--- src/rtl/instruction_fetch_unit_pkg.sv ---
// Shared types and constants for the instruction fetch front-end.
package instruction_fetch_unit_pkg;

   typedef enum logic [1:0] {
      FETCH,
      WAIT,
      DRAIN,
      HALT
   } fetch_state_t;

   typedef enum logic [1:0] {
      FC_NONE,
      FC_MISALIGN,
      FC_ACCESS
   } fetch_cause_t;

   localparam logic [31:0] NOP_INSN = 32'h0000_0013;

endpackage

--- src/rtl/instruction_fetch_unit_fetch_queue.sv ---
// Two-entry instruction queue between fetch and decode.
module fetch_queue
   import instruction_fetch_unit_pkg::*;
#(
   parameter int XLEN = 64
) (
   input  logic            clk,
   input  logic            resetn,
   input  logic            push,
   input  logic            pop,
   input  logic            flush,
   input  logic [31:0]     push_data,
   input  logic [XLEN-1:0] push_pc,
   input  logic            push_fault,
   input  fetch_cause_t    push_cause,
   output logic [31:0]     head_data,
   output logic [XLEN-1:0] head_pc,
   output logic            head_fault,
   output fetch_cause_t    head_cause,
   output logic            full,
   output logic            empty,
   output logic [1:0]      count
);

   logic [31:0]     data_q  [2];
   logic [XLEN-1:0] pc_q    [2];
   logic            fault_q [2];
   fetch_cause_t    cause_q [2];
   logic            rd_ptr;
   logic            wr_ptr;
   logic [1:0]      cnt;
   logic            do_pop;

   assign empty  = (cnt == 2'd0);
   assign full   = (cnt == 2'd2);
   assign count  = cnt;
   assign do_pop = pop && !empty;

   assign head_data  = data_q[rd_ptr];
   assign head_pc    = pc_q[rd_ptr];
   assign head_fault = fault_q[rd_ptr];
   assign head_cause = cause_q[rd_ptr];

   always_ff @(posedge clk) begin
      if (!resetn || flush) begin
         rd_ptr <= 1'b0;
         wr_ptr <= 1'b0;
         cnt    <= 2'd0;
      end else begin
         if (push)
            wr_ptr <= ~wr_ptr;
         if (do_pop)
            rd_ptr <= ~rd_ptr;
         cnt <= cnt + {1'b0, push} - {1'b0, do_pop};
      end
   end

   // At full with a pop, wr_ptr == rd_ptr and the head slot is reused.
   always_ff @(posedge clk) begin
      if (resetn && !flush && push) begin
         data_q[wr_ptr]  <= push_data;
         pc_q[wr_ptr]    <= push_pc;
         fault_q[wr_ptr] <= push_fault;
         cause_q[wr_ptr] <= push_cause;
      end
   end

endmodule

--- src/rtl/instruction_fetch_unit.sv ---
// Fetch stage: PC, instruction memory requests, redirect handling and
// fault reporting, feeding decode through a two-entry queue.
module instruction_fetch_unit
   import instruction_fetch_unit_pkg::*;
#(
   parameter int          XLEN     = 64,
   parameter logic [63:0] RESET_PC = 64'h0,
   parameter int          QDEPTH   = 2
) (
   input  logic            clk,
   input  logic            resetn,
   input  logic            redirect_valid,
   input  logic [XLEN-1:0] redirect_pc,
   output logic            imem_req,
   output logic [31:0]     imem_addr,
   input  logic            imem_valid,
   input  logic            imem_ready,
   input  logic            imem_err,
   input  logic [XLEN-1:0] imem_data,
   output logic            inst_valid,
   input  logic            inst_ready,
   output logic [31:0]     inst_data,
   output logic [XLEN-1:0] inst_pc,
   output logic            inst_fault,
   output logic [1:0]      inst_cause
);

   localparam int SHIFT = $clog2(XLEN / 8);
   localparam logic [XLEN-1:0] PC_INIT = RESET_PC[XLEN-1:0];

   function automatic logic [31:0] word_idx(input logic [XLEN-1:0] a);
      logic [XLEN-1:0] s;
      s = a >> SHIFT;
      return s[31:0];
   endfunction

   fetch_state_t    state, state_d;
   logic [XLEN-1:0] pc, pc_d;
   logic            outstanding, req_d;
   logic [31:0]     addr_d;
   logic            push;
   logic [31:0]     push_data;
   logic            push_fault;
   fetch_cause_t    push_cause;
   logic [31:0]     head_data;
   logic            head_fault;
   fetch_cause_t    head_cause;
   logic            full, empty;
   logic [1:0]      count;
   logic [63:0]     data_ext;
   logic [31:0]     slice;
   logic            unused;

   assign unused   = ^{imem_ready, full};
   assign imem_req = outstanding;
   assign data_ext = 64'(imem_data);
   assign slice    = (XLEN == 64 && pc[2]) ? data_ext[63:32] : data_ext[31:0];

   always_ff @(posedge clk) begin
      if (!resetn) begin
         state       <= FETCH;
         pc          <= PC_INIT;
         outstanding <= 1'b0;
         imem_addr   <= word_idx(PC_INIT);
      end else begin
         state       <= state_d;
         pc          <= pc_d;
         outstanding <= req_d;
         imem_addr   <= addr_d;
      end
   end

   always_comb begin
      state_d    = state;
      pc_d       = pc;
      req_d      = outstanding;
      addr_d     = imem_addr;
      push       = 1'b0;
      push_data  = NOP_INSN;
      push_fault = 1'b0;
      push_cause = FC_NONE;
      unique case (state)
         FETCH: begin
            // A slot is reserved before issuing, so a response never overflows.
            if (count < 2'(QDEPTH)) begin
               if (pc[1:0] != 2'b00) begin
                  push       = 1'b1;
                  push_fault = 1'b1;
                  push_cause = FC_MISALIGN;
                  state_d    = HALT;
               end else begin
                  req_d   = 1'b1;
                  addr_d  = word_idx(pc);
                  state_d = WAIT;
               end
            end
         end
         WAIT: begin
            if (imem_valid) begin
               req_d = 1'b0;
               push  = 1'b1;
               if (imem_err) begin
                  push_fault = 1'b1;
                  push_cause = FC_ACCESS;
                  state_d    = HALT;
               end else begin
                  push_data = slice;
                  pc_d      = pc + XLEN'(4);
                  state_d   = FETCH;
               end
            end
         end
         DRAIN: begin
            if (imem_valid) begin
               req_d   = 1'b0;
               state_d = FETCH;
            end
         end
         HALT: begin
         end
      endcase
      // Redirect wins; a still-pending request is held and its reply dropped.
      if (redirect_valid) begin
         pc_d   = redirect_pc;
         push   = 1'b0;
         addr_d = imem_addr;
         if (outstanding && !imem_valid) begin
            req_d   = 1'b1;
            state_d = DRAIN;
         end else begin
            req_d   = 1'b0;
            state_d = FETCH;
         end
      end
   end

   fetch_queue #(.XLEN(XLEN)) u_queue (
      .clk        (clk),
      .resetn     (resetn),
      .push       (push),
      .pop        (inst_valid && inst_ready),
      .flush      (redirect_valid),
      .push_data  (push_data),
      .push_pc    (pc),
      .push_fault (push_fault),
      .push_cause (push_cause),
      .head_data  (head_data),
      .head_pc    (inst_pc),
      .head_fault (head_fault),
      .head_cause (head_cause),
      .full       (full),
      .empty      (empty),
      .count      (count)
   );

   assign inst_valid = !empty;
   assign inst_data  = head_data;
   assign inst_fault = !empty && head_fault;
   assign inst_cause = empty ? 2'b00 : head_cause;

endmodule

--- config.mk ---
export PLATFORM = sky130hd
export DESIGN_NAME = instruction_fetch_unit
export DESIGN_NICKNAME = d
export VERILOG_FILES = /design/src/rtl/instruction_fetch_unit_pkg.sv /design/src/rtl/instruction_fetch_unit_fetch_queue.sv /design/src/rtl/instruction_fetch_unit.sv
export SDC_FILE = /design/constraint.sdc
export NUM_CORES = 1
export LEC_CHECK = 0
export BUFFER_PORTS_ARGS = -buffer_cell sky130_fd_sc_hd__buf_2
export CORE_AREA = 3 3 125 187
export CTS_CLUSTER_SIZE = 16
export DETAILED_ROUTE_END_ITERATION = 7
export DIE_AREA = 0 0 128 190
export PLACE_DENSITY = 0.84
export SETUP_SLACK_MARGIN = 0.15
export SLEW_MARGIN = 25
export SYNTH_ARGS = -nofsm -noshare
export SYNTH_HDL_FRONTEND = slang
export SYNTH_SLANG_ARGS = --single-unit
--- constraint.sdc ---
create_clock -name clk -period 15.34 [get_ports clk]
set_input_delay 1.534 -clock clk [delete_from_list [all_inputs] [get_ports clk]]
set_output_delay 1.534 -clock clk [all_outputs]
set_load 0.02 [all_outputs]
Word level (Yosys, flattened, before mapping):

Memory sizes are Yosys's and may differ from the RTL's. A register that Yosys moved wholly into a read port is not among the register bits.
Index checks and enable logic that the tools add are counted.

* flip-flop bits (word level): 103
* bits in latches: 0
* RAM bits: 198
* memory bits (read-only): 0
* bits of input ports: 135
* output and inout bits: 133
* word-level logic and storage cells: 96
* memories: 4

* add/sub/neg operators: 3
* $mul: 0
* divide/modulo/power cells: 0
* $lt $le $gt $ge: 1
* equality and inequality tests: 8
* shift operators: 0
* muxes and demuxes: 46
* bitwise gates (word level): 4
* reduce and logical (&&, ||, !) cells: 23

Memories
* u_queue.pc_q: depth 2, bits a word 64, read ports 1, clocked after memory_dff 1, write ports 1, line instruction_fetch_unit_fetch_queue.sv:26 `logic [XLEN-1:0] pc_q [2];`
* u_queue.data_q: depth 2, bits a word 32, read ports 1, clocked after memory_dff 1, write ports 1, line instruction_fetch_unit_fetch_queue.sv:25 `logic [31:0] data_q [2];`
* u_queue.cause_q: depth 2, bits a word 2, read ports 1, clocked after memory_dff 1, write ports 1, line instruction_fetch_unit_fetch_queue.sv:28 `fetch_cause_t cause_q [2];`
* u_queue.fault_q: depth 2, bits a word 1, read ports 1, clocked after memory_dff 1, write ports 1, line instruction_fetch_unit_fetch_queue.sv:27 `logic fault_q [2];`

Operators by type and width (count)
* 2-to-1 mux 64 bit: 4
* 2-to-1 mux 32 bit: 4
* adder 64 x 3 -> 64 bit, second input constant: 1
* 2-to-1 mux 1 bit: 23
* 2-to-1 mux 2 bit: 10
* != test 3 bit, second input constant: 4
* AND reduction 4 bit: 3
* logical AND 1 bit: 6
* case mux 1 bit (2 select lines): 3
* case mux 2 bit (3 select lines): 1
* nonzero test 2 bit: 3
* logical NOT 1 bit: 4
* logical NOT 2 bit: 2
* inverter 1 bit: 4
* case mux 2 bit (2 select lines): 1
* nonzero test 4 bit: 1
* != test 3 x 1 -> 1 bit, second input constant: 1
* AND reduction 3 bit: 1
* nonzero test 3 bit: 1
* adder 2 x 1 -> 2 bit: 1
* equality test 2 x 1 -> 1 bit, second input constant: 1
* equality test 2 bit, second input constant: 1
* less-than comparator 2 bit, second input constant: 1
* != test 2 bit, second input constant: 1
* other kinds (3): 3

Logic depth before layout (Yosys ltp):

Gate-level depths: netlist (run 1).

* depth in word-level cells: 8
* gate-level depth with buffers: 10
* depth with buffers taken out: 7

Modules after synthesis:

Synthesis (run 1) repeated with hierarchy kept, for this count alone.

* cell total of the unflattened synthesis: 1070
* area total of the unflattened synthesis: 13203.9 sq um

Modules (own cells, without submodules)
* fetch_queue: instances 1, cells each 333, area each 7429.6 sq um, seq. area each 6045.8 sq um
* instruction_fetch_unit: instances 1, cells each 737, area each 5774.3 sq um, seq. area each 1981.9 sq um

Worst setup path before layout (run 1):

OpenSTA, ideal clock, no wires.

* path type: input to register
* from: input port redirect_valid
* to: memory u_queue.cause_q[0][0] in the netlist's numbering, enable pin
* library setup time: 0.557 ns
* arrival time: 6.166 ns
* data required time: 14.783 ns
* path slack: 8.617 ns
* stages on the path: 4
* buffers on the path: 1
* cells stage by stage: clkbuf_1 nor2_1 nand2_1 nor2_1

* cells in the longest elaborated chain, start to end: 5
* elaborated cells on any way between the ends: 6
* those cells by class: mux (3); reduce/logical (3)

Ends and longest elaborated chain
* from (decl): line instruction_fetch_unit.sv:12 `input logic redirect_valid,`
* logical NOT 1 bit: line instruction_fetch_unit_fetch_queue.sv:60 `if (resetn && !flush && push) begin`
* logical AND 1 bit: line instruction_fetch_unit_fetch_queue.sv:60
* logical AND 1 bit *: line instruction_fetch_unit_fetch_queue.sv:60
* 2-to-1 mux 1 bit *: line instruction_fetch_unit_fetch_queue.sv:60
* 2-to-1 mux 1 bit (not written as such) *: line instruction_fetch_unit_fetch_queue.sv:64 `cause_q[wr_ptr] <= push_cause;`
* to (decl): line instruction_fetch_unit_fetch_queue.sv:28

Every way passes the cells marked *; elsewhere a longest branch is shown, timed or not.

Worst setup path in the final report (run 1):

* from: input port resetn
* to: memory u_queue.pc_q[1][30], enable pin

* cells in the longest elaborated chain, start to end: 4

Ends and longest elaborated chain
* from (decl): line instruction_fetch_unit.sv:11 `input logic resetn,`
* logical AND 1 bit (2 in a row): line instruction_fetch_unit_fetch_queue.sv:60
* 2-to-1 mux 1 bit: line instruction_fetch_unit_fetch_queue.sv:60
* 2-to-1 mux 1 bit (not written as such): line instruction_fetch_unit_fetch_queue.sv:62 `pc_q[wr_ptr] <= push_pc;`
* to (decl): line instruction_fetch_unit_fetch_queue.sv:26

Every way passes these cells.

==> impl_metrics.ini, run 1 <==
[global_routing]
overflow = 0
grtUsageTotal = 0.254
antenna_found_initial = 4
grt_max_degree = 90
grt_pass1_wl_um = 49200
grt_pass1_vias = 9341

[worst_setup_path]
worst_setup_path_end_kind = flip-flop
crit_buf_inv = 4
crit_arrival_ps = 4570
crit_chain = buf_2 -> buf_4 -> inv_2 -> nor2_1 -> and3_4 -> buf_4
r2r_slack_ps = 12190
slowest_delay_ps = 740
cp_max_fo = 55
cp-start-kind = input pin
cp.required_ps = 15500
slowest_stage = and3_4
path_delay_family = buffers and inverters
critical_path_class = in2reg
cpMostUsedCell = buf_4

[die]
fp.dieW_um = 128
start_util = 0.591
die_h_um = 190
row_count = 66
io_pins = 268
core_area_um2 = 21800
dieArea_um2 = 24300

[logic_synthesis]
syn_inst = 1053
syn_nets = 1193
synth_area_um2 = 12900
async_flop_share = 0
post_synth_num_cell_types = 48
ys_ff_latch = 302
avgSynthCellArea_um2 = 12.2
synth-seq-area-share = 0.623
ys.flop_type = edfxtp_1
synth-edff-count = 198
synth_warnings = 0

[place]
place_area_um2 = 14400
gp_congestion = 0.875
dpl.cell_count = 1540
io_buffer_count = 266
dp_slack_ps = 10390
place_hpwl_um = 21900

[final_layout]
n_fill_cell = 1525
mostFrequentLayoutCells = 266 x buf_2, 198 x edfxtp_1, 102 x dfxtp_1
final-seq-area_um2 = 8040
final_cells = 1592
syn_to_final_growth_pct = 19.0
drive_above_1_share = 0.325
finalInstanceArea_um2 = 15300
num-nets-final = 1436
final_common_cell = buf_2
multi_input_area_um2 = 4590

[detailed_routing]
wl_per_cell_um = 20.2
postRouteAntennaNets = 0
vias = 9475
first_iter_violations = 751
drtPass1Iterations = 5
drt-total-wl_um = 32200
vias_per_cell = 5.95
drc = 0

[timing]
fin_crit_ps = 4400
skew_ps = 15.4
fin_ws_ps = 10940
max_freq_ghz = 0.227
rsz0062_at_grt = no
slew_viol_final = 0
tightest_slew_ps = 991
max_slew_margin = 0.339
finalSetupViolCount = 0
fin_tns_setup_ps = 0
final-hold-violation-count = 0
fin_crit_sh = 0.287

[power]
power_density_nw_per_um2 = 119
leakage_nw = 5.54
irDropWorstVdd_mv = 0.0997

[clock_network]
cts.htree.levels = 1
ctsHoldBuffers = 0
ctsRootBufferMaster = clkbuf_16
cts_buffer_depth = 3
cts_sinks = 302
post-cts-setup-buffer-count = 0
cts_tree = yes
clkLatencyLatePin_ps = 530
cts_resized = 0
clkTransAtPathRegs_ps = 70
numCtsBuffers = 26

[flow_run]
drv_cap = 0

[status]
outcome = finished, final reports clean

[hold_path]
hp-class = reg2reg
## layer usage
metal	GRT usage	wire (µm)	vias up
li1	-	-	4436
met1	0.313	12100	4575
met4	0.0911	1090	0
met3	0.0278	1980	70
met2	0.459	17100	394
met5	0	0	-
## synthesized netlist by cell type, types with 2 or more instances
| cell type | number | area share |
|---|---|---|
| nor2_1 | 71 | 0.021 |
| xnor2_1 | 13 | 0.0088 |
| a211oi_1 | 19 | 0.011 |
| clkbuf_1 | 51 | 0.015 |
| nand3_1 | 27 | 0.010 |
| a31oi_1 | 16 | 0.0078 |
| a311oi_1 | 5 | 0.0034 |
| and2_1 | 3 | 0.0015 |
| o2111a_1 | 2 | 0.0017 |
| mux2i_1 | 41 | 0.032 |
| nand4_1 | 31 | 0.015 |
| nor2b_1 | 5 | 0.0024 |
| nand2b_1 | 4 | 0.0019 |
| o21ai_0 | 50 | 0.019 |
| buf_1 | 4 | 0.0012 |
| nor3b_1 | 4 | 0.0023 |
| nor4_1 | 12 | 0.0058 |
| buf_2 | 3 | 0.0012 |
| dfxtp_1 | 104 | 0.16 |
| edfxtp_1 | 198 | 0.46 |
| or3_1 | 11 | 0.0053 |
| inv_1 | 11 | 0.0032 |
| a211o_1 | 2 | 0.0014 |
| nand3b_1 | 2 | 0.0012 |
| a21oi_1 | 52 | 0.020 |
| nor3_1 | 20 | 0.0078 |
| or2_2 | 2 | 0.00097 |
| and4_1 | 14 | 0.0095 |
| o211a_1 | 2 | 0.0016 |
| o31ai_1 | 8 | 0.0047 |
| nand2_1 | 101 | 0.029 |
| and3_1 | 14 | 0.0068 |
| or4_1 | 9 | 0.0052 |
| ha_1 | 5 | 0.0049 |
| buf_4 | 3 | 0.0017 |
| xor2_1 | 22 | 0.015 |
| mux2_2 | 98 | 0.086 |
| nand4b_1 | 4 | 0.0027 |
## kinds of logic (layout without fill, tap and decap cells)
| group | after synthesis | in the layout | share of synthesized area |
|---|---|---|---|
| multiplexers | 139 | 139 | 0.117 |
| adder cells (fa/ha/maj) | 5 | 5 | 0.00486 |
| AND/OR/NAND/NOR | 339 | 339 | 0.135 |
| buffers and inverters | 73 | 336 | 0.0224 |
| AO/OA/AOI/OAI | 160 | 160 | 0.0735 |
| other | 0 | 4 | 0 |
| XOR/XNOR | 35 | 35 | 0.0238 |
| flip-flops | 302 | 302 | 0.623 |
## path summary, 6_finish.rpt
| kind | from | end | cells after the start |
|---|---|---|---|
| worst max register to register | state[1] | u_queue.pc_q[1][30] | 6 |
| worst min-delay path | imem_addr[7] | imem_addr[7] | 2 |
| worst max-delay path | resetn | u_queue.pc_q[1][30] | 6 |
| worst min register to register | imem_addr[7] | imem_addr[7] | 2 |
## worst min-delay path: stages, from the launching register on
cell and delay [ps]:
dfxtp_1 310, nand2_1 50, a21oi_1 50
## state kept, by name (all words and copies together), names as in the netlist, 2 cells and up, named ones only
register and cells:
u_queue.cause_q 4, imem_addr 32, u_queue.count 2, u_queue.fault_q 2, u_queue.data_q 64, u_queue.pc_q 128
state 2, pc 64
## area by class of cell
type,instances,share of cell area
antenna,4,0.000653
clock buffer,37,0.0485
clock inverter,11,0.0104
inverter,12,0.00294
multi-input combinational,678,0.299
sequential,302,0.524
tap,272,0.0222
timing repair buffer,276,0.0920
## report_power, final
group	switching [W]	total, W	internal [W]
logic	0.000114	0.000188	0.0000737
clock network	0.000287	0.000692	0.000405
registers	0.0000350	0.000938	0.000903
total	0.000436	0.00182	0.00138
## stage by stage
| step | hold WS [ps] | power [W] | utilization |
|---|---|---|---|
| 5_1_grt | 477 | 0.00188 | 0.703 |
| 3_3_place_gp | 443 | 0.00113 | 0.661 |
| 4_1_cts | 458 | 0.00182 | 0.703 |
| 6_report | 454 | 0.00182 | 0.703 |
| 3_5_place_dp | 448 | 0.00114 | 0.661 |
| 2_1_floorplan | 420 | 0.00107 | - |
Power figures use the tool's default switching activity.
==> run 2: changes to the inputs <==
Settings changed: CORE_AREA 3 3 125 187 to 3 3 129 194, DIE_AREA 0 0 128 190 to 0 0 132 197, PLACE_DENSITY 0.84 to 0.79.
Clock period 15.34 ns to 4.15 ns, I/O delays scaled along.
==> impl_metrics.ini, run 2 (synthesized netlist as in run 1, its figures left out) <==
[power]
power_density_nw_per_um2 = 439
irDropWorstVdd_mv = 0.366
leakage_nw = 5.61

[hold_path]
holdPathEnd = pc[2]
worstHoldStart = redirect_pc[2]
hold_depth = 2
hp-class = in2reg

[timing]
skew_ps = 23.6
slew_viol_final = 0
fin_tns_setup_ps = 0
fin_crit_ps = 2970
fin_crit_sh = 0.717
tightest_slew_ps = 909
max_slew_margin = 0.393
final-hold-violation-count = 0
finalSetupViolCount = 0
rsz0062_at_grt = no
max_freq_ghz = 0.336
whs_ps = 105
fin_ws_ps = 1180

[worst_setup_path]
cp-start-kind = flip-flop
crit_arrival_ps = 3440
cp_max_fo = 33
worst-r2r-cell-count = 8
critical_path_class = reg2reg
cp.required_ps = 4620
reg2reg_from = state[1]
reg2reg_to = pc[41]
r2r_slack_ps = 1180
worst_setup_path_end_kind = flip-flop

[detailed_routing]
drt-total-wl_um = 32200
vias = 9475
postRouteAntennaNets = 0
vias_per_cell = 5.75
first_iter_violations = 713
drtPass1Iterations = 5
drc = 0
wl_per_cell_um = 19.5

[final_layout]
largest_reg_flops = 128
final_common_cell = buf_2
syn_to_final_growth_pct = 20.4
final_cells = 1648
largest_register = u_queue.pc_q
drive_above_1_share = 0.329
num-nets-final = 1446
mostFrequentLayoutCells = 266 x buf_2, 198 x edfxtp_1, 102 x dfxtp_1
reg_top3 = u_queue.pc_q (128), pc (64), u_queue.data_q (64)
final_core_util = 0.658

[place]
io_buffer_count = 266
dp_slack_ps = 1180
gp_congestion = 0.833
dpl.cell_count = 1595
place_hpwl_um = 22000

[flow_run]
drv_cap = 0

[global_routing]
overflow = 0
grt_pass1_vias = 9432
antenna_found_initial = 2
grtUsageTotal = 0.240
grt_pass1_wl_um = 50100
grt_max_degree = 64

[clock_network]
cts.htree.levels = 1
numCtsBuffers = 28
clkLatencyLatePin_ps = 540
cts_tree = yes
post-cts-setup-buffer-count = 0
cts_buffer_depth = 3
ctsHoldBuffers = 0
clkTransAtPathRegs_ps = 70
cts_sinks = 302
ctsRootBufferMaster = clkbuf_16
cts_resized = 0

[die]
dieArea_um2 = 26000
fp.dieW_um = 132
die_h_um = 197
row_count = 69
start_util = 0.547
core_area_um2 = 23600
io_pins = 268

[status]
outcome = finished, final reports clean
run 2: worst max-delay path: stages, from the launching register on:
cell and delay (ps):
dfxtp_1 310, inv_1 100, ha_1 300, nand3b_1 110, buf_4 270, nor4_4 420, nand4_1 590, or4_1 620
a31oi_1 180
run 2: worst max path at each step:
| stage | start | endpoint | slack [ps] | depth (start not counted) |
|---|---|---|---|---|
| after CTS | state[1] | pc[41] | 1170 | 8 |
| after floorplan | state[0] | u_queue.cause_q[1][0] | 300 | 5 |
| after global placement | state[1] | pc[43] | 1350 | 8 |
| final | state[1] | pc[41] | 1180 | 8 |
| after global routing | state[1] | pc[41] | 930 | 8 |
| after detailed placement | state[1] | pc[41] | 1180 | 8 |
run 2: layer usage:
layer	wire, µm	up-vias	global-route usage
li1	-	4463	-
met4	1270	2	0.104
met2	16800	365	0.428
met3	1960	75	0.0314
met5	12	-	0
met1	12100	4570	0.292
run 2: report_power, final:
part / switching, W / internal, W / leakage, nW / total (W)
clock network: 0.00109 / 0.00155 / 0.457 / 0.00264
registers: 0.000120 / 0.00334 / 2.63 / 0.00346
logic: 0.000428 / 0.000278 / 2.52 / 0.000706
run 2: cell type report:
type	count	area, µm²
sequential	302	8030
inverter	12	45.0
clock inverter	10	136
multi-input combinational	678	4590
clock buffer	42	816
timing repair buffer	284	1490
fill	1720	8060
tap	319	399
antenna	1	2.50
run 2: stage by stage:
stage / area [µm²] / power, W
after floorplan: 12900 / 0.00395
after global placement: 14600 / 0.00420
after detailed placement: 14600 / 0.00423
after CTS: 15500 / 0.00683
after global routing: 15500 / 0.00703
final: 15500 / 0.00680
